### config.mk
export PLATFORM = sky130hd
export DESIGN_NAME = clock_time_core
export DESIGN_NICKNAME = d
export VERILOG_FILES = /design/src/rtl/clock_time_core.sv
export SDC_FILE = /design/constraint.sdc
export NUM_CORES = 1
export LEC_CHECK = 0
export BUFFER_PORTS_ARGS = -buffer_cell sky130_fd_sc_hd__buf_2
export CORE_ASPECT_RATIO = 1.2
export CORE_UTILIZATION = 42
export CTS_BUF_LIST = sky130_fd_sc_hd__clkbuf_16
export CTS_CLUSTER_SIZE = 14
export DETAILED_ROUTE_END_ITERATION = 10
export GPL_ROUTABILITY_DRIVEN = 0
export GPL_TIMING_DRIVEN = 0
export PLACE_DENSITY_LB_ADDON = 0.12
export SYNTH_ARGS = -nofsm -noshare
export SYNTH_HDL_FRONTEND = slang
export SYNTH_SLANG_ARGS = --single-unit
export TNS_END_PERCENT = 30
### constraint.sdc
create_clock -name clk -period 3.2 [get_ports clk]
set_input_delay 0.16 -clock clk [delete_from_list [all_inputs] [get_ports clk]]
set_output_delay 0.16 -clock clk [all_outputs]
set_load 0.05 [all_outputs]
### src/rtl/clock_time_core.sv
// Digital clock timekeeping core: BCD HH:MM:SS.cc counter, button-driven set mode,
// blinking decimal points for the field being edited.
module clock_time_field #(
  parameter int MOD = 60
) (
  input  logic       clk,
  input  logic       reset_n,
  input  logic       clr,
  input  logic       inc,
  input  logic       dec,
  output logic [3:0] tens,
  output logic [3:0] units
);
  localparam logic [3:0] LT = 4'((MOD - 1) / 10);
  localparam logic [3:0] LU = 4'((MOD - 1) % 10);

  logic at_max, at_zero;
  assign at_max  = (tens == LT) && (units == LU);
  assign at_zero = (tens == 4'd0) && (units == 4'd0);

  always_ff @(posedge clk) begin
    if (!reset_n || clr) begin
      tens  <= 4'd0;
      units <= 4'd0;
    end else if (inc) begin
      if (at_max) begin
        tens  <= 4'd0;
        units <= 4'd0;
      end else if (units == 4'd9) begin
        tens  <= tens + 4'd1;
        units <= 4'd0;
      end else begin
        units <= units + 4'd1;
      end
    end else if (dec) begin
      if (at_zero) begin
        tens  <= LT;
        units <= LU;
      end else if (units == 4'd0) begin
        tens  <= tens - 4'd1;
        units <= 4'd9;
      end else begin
        units <= units - 4'd1;
      end
    end
  end
endmodule

module clock_time_core #(
  parameter int TICK_DIV  = 1_000_000,
  parameter int BLINK_DIV = 25_000_000
) (
  input  logic       clk,
  input  logic       reset_n,
  input  logic       btn_mode,
  input  logic       btn_up,
  input  logic       btn_down,
  output logic [3:0] led1Number,
  output logic [3:0] led2Number,
  output logic [3:0] led3Number,
  output logic [3:0] led4Number,
  output logic [3:0] led5Number,
  output logic [3:0] led6Number,
  output logic [3:0] led7Number,
  output logic [3:0] led8Number,
  output logic [7:0] point,
  output logic [1:0] mode
);
  typedef enum logic [1:0] {RUN = 2'b00, SET_HOUR = 2'b01, SET_MIN = 2'b10, SET_SEC = 2'b11} state_t;

  localparam int NF = 4;  // fields: 0 cc, 1 SS, 2 MM, 3 HH
  localparam int PW = (TICK_DIV  > 1) ? $clog2(TICK_DIV)  : 1;
  localparam int BW = (BLINK_DIV > 1) ? $clog2(BLINK_DIV) : 1;
  localparam logic [7:0] PT_RUN = 8'b1010_1011;

  state_t state, state_nx;
  logic [PW-1:0] pre;
  logic [BW-1:0] bcnt;
  logic blink, blink_nx;
  logic tick, edit;
  logic [7:0] point_nx;
  logic [NF-1:0] sel, carry, f_inc, f_dec, f_clr;
  logic [NF-1:0][3:0] f_tens, f_units;

  assign tick  = (state == RUN) && (pre == PW'(TICK_DIV - 1));
  assign edit  = (state != RUN) && !btn_mode && (btn_up ^ btn_down);
  assign blink_nx = (bcnt == BW'(BLINK_DIV - 1)) ? ~blink : blink;

  always_ff @(posedge clk) begin
    if (!reset_n) state <= RUN;
    else          state <= state_nx;
  end

  always_comb begin
    state_nx = state;
    sel      = '0;
    case (state)
      RUN:      if (btn_mode) state_nx = SET_HOUR;
      SET_HOUR: begin sel[3] = 1'b1; if (btn_mode) state_nx = SET_MIN; end
      SET_MIN:  begin sel[2] = 1'b1; if (btn_mode) state_nx = SET_SEC; end
      SET_SEC:  begin sel[1] = 1'b1; if (btn_mode) state_nx = RUN;     end
      default:  state_nx = RUN;
    endcase
  end

  // A tick coinciding with btn_mode is dropped; prescaler restarts from 0 on return to RUN.
  always_ff @(posedge clk) begin
    if (!reset_n || state != RUN || btn_mode || tick) pre <= '0;
    else                                              pre <= pre + PW'(1);
  end

  always_ff @(posedge clk) begin
    if (!reset_n) begin
      bcnt  <= '0;
      blink <= 1'b0;
    end else begin
      bcnt  <= (bcnt == BW'(BLINK_DIV - 1)) ? '0 : bcnt + BW'(1);
      blink <= blink_nx;
    end
  end

  assign carry[0] = tick && !btn_mode;

  for (genvar i = 0; i < NF; i++) begin : g_fld
    localparam int MOD = (i == 0) ? 100 : (i == NF - 1) ? 24 : 60;
    if (i > 0) begin : g_cy
      localparam int PMOD = (i == 1) ? 100 : 60;
      assign carry[i] = carry[i-1] && (f_tens[i-1] == 4'((PMOD - 1) / 10))
                                   && (f_units[i-1] == 4'((PMOD - 1) % 10));
    end
    assign f_inc[i] = carry[i] | (sel[i] & edit & btn_up);
    assign f_dec[i] = sel[i] & edit & btn_down;
    assign f_clr[i] = (i == 0) && (state == RUN) && btn_mode;

    clock_time_field #(.MOD(MOD)) u_fld (
      .clk     (clk),
      .reset_n (reset_n),
      .clr     (f_clr[i]),
      .inc     (f_inc[i]),
      .dec     (f_dec[i]),
      .tens    (f_tens[i]),
      .units   (f_units[i])
    );
  end

  // Register the points from next state/blink so they line up with mode.
  always_comb begin
    point_nx = PT_RUN;
    case (state_nx)
      SET_HOUR: point_nx[7:6] = {2{~blink_nx}};
      SET_MIN:  point_nx[5:4] = {2{~blink_nx}};
      SET_SEC:  point_nx[3:2] = {2{~blink_nx}};
      default:  point_nx = PT_RUN;
    endcase
  end

  always_ff @(posedge clk) begin
    if (!reset_n) point <= PT_RUN;
    else          point <= point_nx;
  end

  assign mode       = state;
  assign led1Number = f_units[0];
  assign led2Number = f_tens[0];
  assign led3Number = f_units[1];
  assign led4Number = f_tens[1];
  assign led5Number = f_units[2];
  assign led6Number = f_tens[2];
  assign led7Number = f_units[3];
  assign led8Number = f_tens[3];
endmodule
== After elaboration in Yosys (flattened, before gate mapping) ==
Index checks and enable logic that the tools add are counted.

* Bits of input ports: 5
* Register bits after elaboration: 88
* Logic and storage cells: 164
* Output and inout bits: 42

* Mux-type cells: 49
* Reductions and logical operators: 47
* Equal/unequal tests: 20
* Add/subtract/negate cells: 16
* Bitwise operators: 16

{| class="wikitable"
|+ Operators by type and width
! kind !! count
|-
| 4-bit 2-to-1 mux || 40
|-
| 4-bit by 1-bit adder with 4-bit output (second input constant) || 8
|-
| 25-bit by 1-bit adder with 25-bit output (second input constant) || 1
|-
| 25-bit equality test (second input constant) || 1
|-
| 4-bit zero test || 6
|-
| 4-bit by 1-bit subtractor with 4-bit output (second input constant) || 6
|-
| 20-bit by 1-bit adder with 20-bit output (second input constant) || 1
|-
| 20-bit equality test (second input constant) || 1
|-
| 4-bit equality test (second input constant) || 5
|-
| 1-bit logical AND || 18
|-
| 2-bit nonzero test || 5
|-
| 1-bit AND || 9
|-
| 3-bit inequality test (second input constant) || 3
|-
| 3-bit AND reduction || 3
|-
| 3-bit nonzero test || 3
|-
| 2-bit equality test (second input constant) || 4
|-
| 4-bit by 2-bit equality test with 1-bit output (second input constant) || 2
|-
| 4-bit by 3-bit equality test with 1-bit output (second input constant) || 2
|-
| 2-bit 2-to-1 mux || 4
|-
| 2-bit case mux with 4 select lines || 1
|-
| 2-bit AND reduction || 4
|-
| 2-bit by 1-bit equality test with 1-bit output (second input constant) || 2
|-
| 1-bit logical OR || 4
|-
| 1-bit 2-to-1 mux || 4
|-
| 6 further kinds || 11
|}

== Depth between registers and ports, before layout ==
* Depth after elaboration: 12
* Gate-level depth with buffers: 10

== By module ==
Synthesis repeated with hierarchy kept, for this count alone.

* Cells, all modules: 643
* Area total of the unflattened synthesis: 5,467.7 um^2

{| class="wikitable"
|+ Modules (own cells, without submodules)
! module !! area an instance (um^2) !! cells each !! instances !! sequential area each (um^2)
|-
| clock_time_core || 2,642.5 || 310 || 1 || 1,081.0
|-
| clock_time_field at g_fld[1].u_fld ... || 691.9 || 82 || 2 || 160.2
|-
| clock_time_field at g_fld[3].u_fld || 765.7 || 88 || 1 || 160.2
|-
| clock_time_field at g_fld[0].u_fld || 675.6 || 81 || 1 || 160.2
|}

== Worst setup path before layout ==
Ideal clock, no wire load.

* Path type: register to register
* Start point: register g_fld[2].u_fld.tens[0]
* End point: register g_fld[3].u_fld.units[2]
* Buffers on the path: 1
* Slack: 596 ps
* Stages on the path, launching flop included: 10
* Data required time: 3,109 ps
* Data arrival time: 2,513 ps
* Library setup time: 91 ps
* Cell sequence: dfxtp_1 ha_1 nand4_1 or3_4 nor4_4 or2_2 buf_2 mux2i_1 a21oi_1 a311oi_1

* Word-level cells in the longest chain between the ends: 5
* Elaborated cells between the ends (all ways): 6

{| class="wikitable"
|+ RTL lines
! item !! RTL line !! source
|-
| start: declaration || 11 || <nowiki>output logic [3:0] tens,</nowiki>
|-
| start signal: assignment || 30 || <nowiki>tens <= tens + 4'd1;</nowiki>
|-
| start signal: assignment || 40 || <nowiki>tens <= tens - 4'd1;</nowiki>
|-
| 4-bit by 3-bit equality test with 1-bit output (*) || 128 || <nowiki>assign carry[i] = carry[i-1] && (f_tens[i-1] == 4'((PMOD - 1) / 10))</nowiki>
|-
| 1-bit logical AND (*) || 128 ||
|-
| 1-bit logical AND (*) || 129 || <nowiki>&& (f_units[i-1] == 4'((PMOD - 1) % 10));</nowiki>
|-
| 1-bit bitwise OR (*) || 131 || <nowiki>assign f_inc[i] = carry[i] | (sel[i] & edit & btn_up);</nowiki>
|-
| 4-bit 2-to-1 mux / 2-bit nonzero test (equally long branches) || - ||
|-
| end signal: assignment || 33 || <nowiki>units <= units + 4'd1;</nowiki>
|-
| end signal: assignment || 43 || <nowiki>units <= units - 4'd1;</nowiki>
|-
| end: declaration || 12 || <nowiki>output logic [3:0] units</nowiki>
|}

Mark *: on every way between the ends. The rest lies on a longest branch, timed or not.
A chain may end at the register's enable or synchronous reset.

== Worst setup path after layout ==
* Start point: register state[1] (netlist: mode[1])
* End point: register g_fld[1].u_fld.tens[3]

* Word-level cells in the longest chain between the ends: 8
* Elaborated cells between the ends (all ways): 19

{| class="wikitable"
|+ RTL lines
! item !! RTL line !! source
|-
| start: declaration || 76 || <nowiki>state_t state, state_nx;</nowiki>
|-
| start signal: assignment || 91 || <nowiki>else state <= state_nx;</nowiki>
|-
| 2-bit nonzero test / 2-bit zero test (equally long branches) || 86, 85 ||
|-
| 1-bit logical AND (on tied branches) || 86, 85 ||
|-
| 1-bit logical AND (on tied branches) || 86, 122 ||
|-
| 1-bit AND / 1-bit logical AND (equally long branches) || 131, 132, 128 ||
|-
| 1-bit AND / 1-bit logical AND (equally long branches) || 131, 129 ||
|-
| 1-bit bitwise OR || 131 ||
|-
| 3-bit inequality test (no source line), or another cell as far along || - ||
|-
| 3-bit AND reduction (no source line) || - ||
|-
| end signal: assignment || 30 ||
|-
| end signal: assignment || 40 ||
|-
| end: declaration || 11 ||
|}

Several ways; a longest one is shown, not always the timed one.

==> reports/qor.yml <==
status: "finished, violations left"
violations: "design-rule violations"
max_slew_margin: 0.507
detail_route.wl_per_cell_um: 13.2
worst_pin_slew_ps: 733
use_met3: 0.0362
drt_wl_total_mm: 10.0
critical_path_buf_inv_count: 1
rsz0062_at_grt: "false"
crit_path_start: "mode[1]"
yosysSeqAreaShare: 0.373
design_area_um2: 5310
setup-tns-final_ps: 0
grt.overflow.total: 0
skew_ps: 6.12
num-nets-final: 648
power_frac_clock: 0.469
synth-main-ff-cell: "dfxtp_1"
cp.arrival_ps: 2940
synth-edff-count: 0
setup_viol: 0
synthCells: 571
cts_hold_buf: 0
numCtsBuffers: 9
fill_cells: 1057
clk_path_buf_depth: 2
diodes: 0
synthTopCellsByCount: "nor2_1, dfxtp_1, nand2_1"
synth_top_area_frac: 0.373
io_buffers: 43
clkSinkCount: 86
core-area_um2: 10600
cp_num_cells: 8
critPathRequiredTime_ps: 3450
clk_latency_ps: 340
layout-drive-gt1-share: 0.133
p_seq_frac: 0.464
place_hpwl_mm: 7.34
post_cts_buffers: 0
path_common_cell: "nor3_1"
path_class: "flop to flop"
path_clk_slew_ps: 70
crit_end: "g_fld[1].u_fld.tens[3]"
max_freq_mhz: 372
r2r_slack_ps: 510
critPathMaxFanout: 10
r2r_end: "g_fld[1].u_fld.tens[3]"
power_switching_w: 0.000557
cts_root_buf: "clkbuf_16"
peakVddDrop_v: 0.000269
die_area_um2: 11400
cp_cell_sequence: "clkbuf_1 -> nor3_1 -> nand3_1 -> nor3_1 -> nor2_1 -> o22ai_1 -> o21ai_0 -> a221oi_1"
yosysUniqueCellTypes: 61
period_minus_slack_ps: 2690
grt_pass1_vias: 3781
swShare: 0.235
crit_family: "simple AND/OR/NAND/NOR gates"
cts_resized: 0
htree_levels: 3
busiest_layer: "met2"
drt_iter0_markers: 96
ys_top_cells_by_area: "dfxtp_1, nor2_1, xor2_1"
fp.dieW_um: 97.7
yosys_warnings: 0
powerDensity_nw_per_um2: 445
critPathCaptureType: "flop"
io-pin-count: 47
max_stage_delay_ps: 470
syn_area_per_cell_um2: 8.09
netlist_area_um2: 4620
die_h_um: 117
start_util: 0.435
hold_viol: 0
ant_nets: 0
reg2reg_from: "mode[1]"
yosys.area.top_type: "dfxtp_1"
grt_pass1_wl_mm: 17.3
routed_via_density: 5.33
drt-pass1-iter-count: 8
leakage_nw: 2.08
rows: 41
timing.max_cap.violations: 0
synth.most_common_cell: "nor2_1"
tritoncts: "built"
grt_max_degree: 15
min_path_type: "primary input to flop"
synth-seq-cells: 86
p_int_w: 0.00181
cp-start-kind: "flop"
grt_use_met2: 0.330
finalMaxSlewViolations: 0
postPlaceCellArea_um2: 5000
syn_to_final_growth_pct: 15.0
drc: 6
use_met1: 0.225
vias: 4045
grtUsageTotal: 0.186
antenna_found_initial: 0
ff2ff_path_depth: 8
async_reset_ff_frac: 0
combPwrFrac: 0.067
slowest_stage: "o22ai_1"
finalCritPeriodShare: 0.840
-- flip-flops by register name, summed over array words and instances (netlist names) --
name	cells
g_fld.u_fld.units	16
mode	2
pre	20
blink	1
point	6
bcnt	25
g_fld.u_fld.tens	16
-- cell families (layout without fill, tap and decap cells) --
family | count (synthesis) | after routing | share of synthesized area
xor gates and xnor gates | 46 | 46 | 0.0872
adders and majority gates | 17 | 17 | 0.0461
and+or+nand+nor | 284 | 284 | 0.311
DFF | 86 | 86 | 0.373
AOI/OAI and AO/OA | 89 | 89 | 0.128
other | 1 | 2 | 0.000812
muxes | 7 | 7 | 0.0160
buffers and inverters | 41 | 99 | 0.0382
-- metal layers --
layer,share of wire,vias to the layer above
met3,0.032,13
met2,0.48,51
met4,0.016,0
li1,-,2117
met1,0.47,1864
met5,0,-
-- cell type report --
class | instances | area [um2] | area share
Multi-Input combinational cell | 445 | 2720 | 0.513
Sequential cell | 86 | 1720 | 0.324
Clock buffer | 9 | 225 | 0.0424
Timing Repair Buffer | 43 | 215 | 0.0405
Tap cell | 129 | 161 | 0.0304
Buffer | 22 | 105 | 0.0198
Clock inverter | 6 | 87.6 | 0.0165
Inverter | 19 | 71.3 | 0.0134
-- how the worst min path moves through the flow --
stage | start | endpoint | slack, ps | depth (start not counted)
global placement | bcnt[0] | bcnt[0] | 430 | 1
CTS | btn_mode | mode[1] | 290 | 4
finish | btn_mode | point[6] | 300 | 4
detailed placement | bcnt[0] | bcnt[0] | 440 | 1
floorplan | btn_mode | point[6] | 390 | 3
global route | btn_mode | point[6] | 340 | 4
-- cell usage in the layout, fill, tap and decap left out, types with 5 or more instances in the layout --
| cell | count |
|---|---|
| dfxtp_1 | 86 |
| nand2b_1 | 8 |
| or3_1 | 8 |
| nor4_1 | 6 |
| inv_1 | 18 |
| nand3_1 | 29 |
| and4_1 | 6 |
| a31oi_1 | 6 |
| nand4_1 | 10 |
| clkbuf_1 | 14 |
| a21oi_1 | 27 |
| ha_1 | 17 |
| nor2_1 | 92 |
| buf_2 | 46 |
| or2_2 | 5 |
| a211oi_1 | 9 |
| o21ai_0 | 20 |
| xor2_1 | 28 |
| and3_1 | 10 |
| nand2_1 | 52 |
| xnor2_1 | 18 |
| nor3_1 | 27 |
| clkbuf_16 | 9 |
-- worst reg2reg max path: stages (launching register included) --
cell and delay, ps:
dfxtp_1 330, clkbuf_1 230, nor3_1 340, nand3_1 280, nor3_1 290, nor2_1 170, o22ai_1 470, o21ai_0 200
a221oi_1 300
-- per-stage QoR --
step / setup slack [ps] / hold slack [ps] / utilization / instances / total power, W
floorplan: 596 / 385 / - / 572 / 0.00124
global placement: 524 / 427 / 0.471 / 744 / 0.00128
detailed placement: 503 / 442 / 0.471 / 744 / 0.00128
CTS: 494 / 293 / 0.500 / 759 / 0.00239
global route: 254 / 341 / 0.500 / 759 / 0.00245
finish: 512 / 297 / 0.500 / 759 / 0.00237
-- power groups by stage --
stage	registers (W)	clock network [W]	logic (W)
after floorplan	0.00115	0	0.0000919
after global placement	0.00112	0	0.000156
after detailed placement	0.00112	0	0.000159
after CTS	0.00110	0.00114	0.000160
after global routing	0.00110	0.00118	0.000175
final	0.00110	0.00111	0.000158
Note: power is estimated with default switching activity, not from simulation.
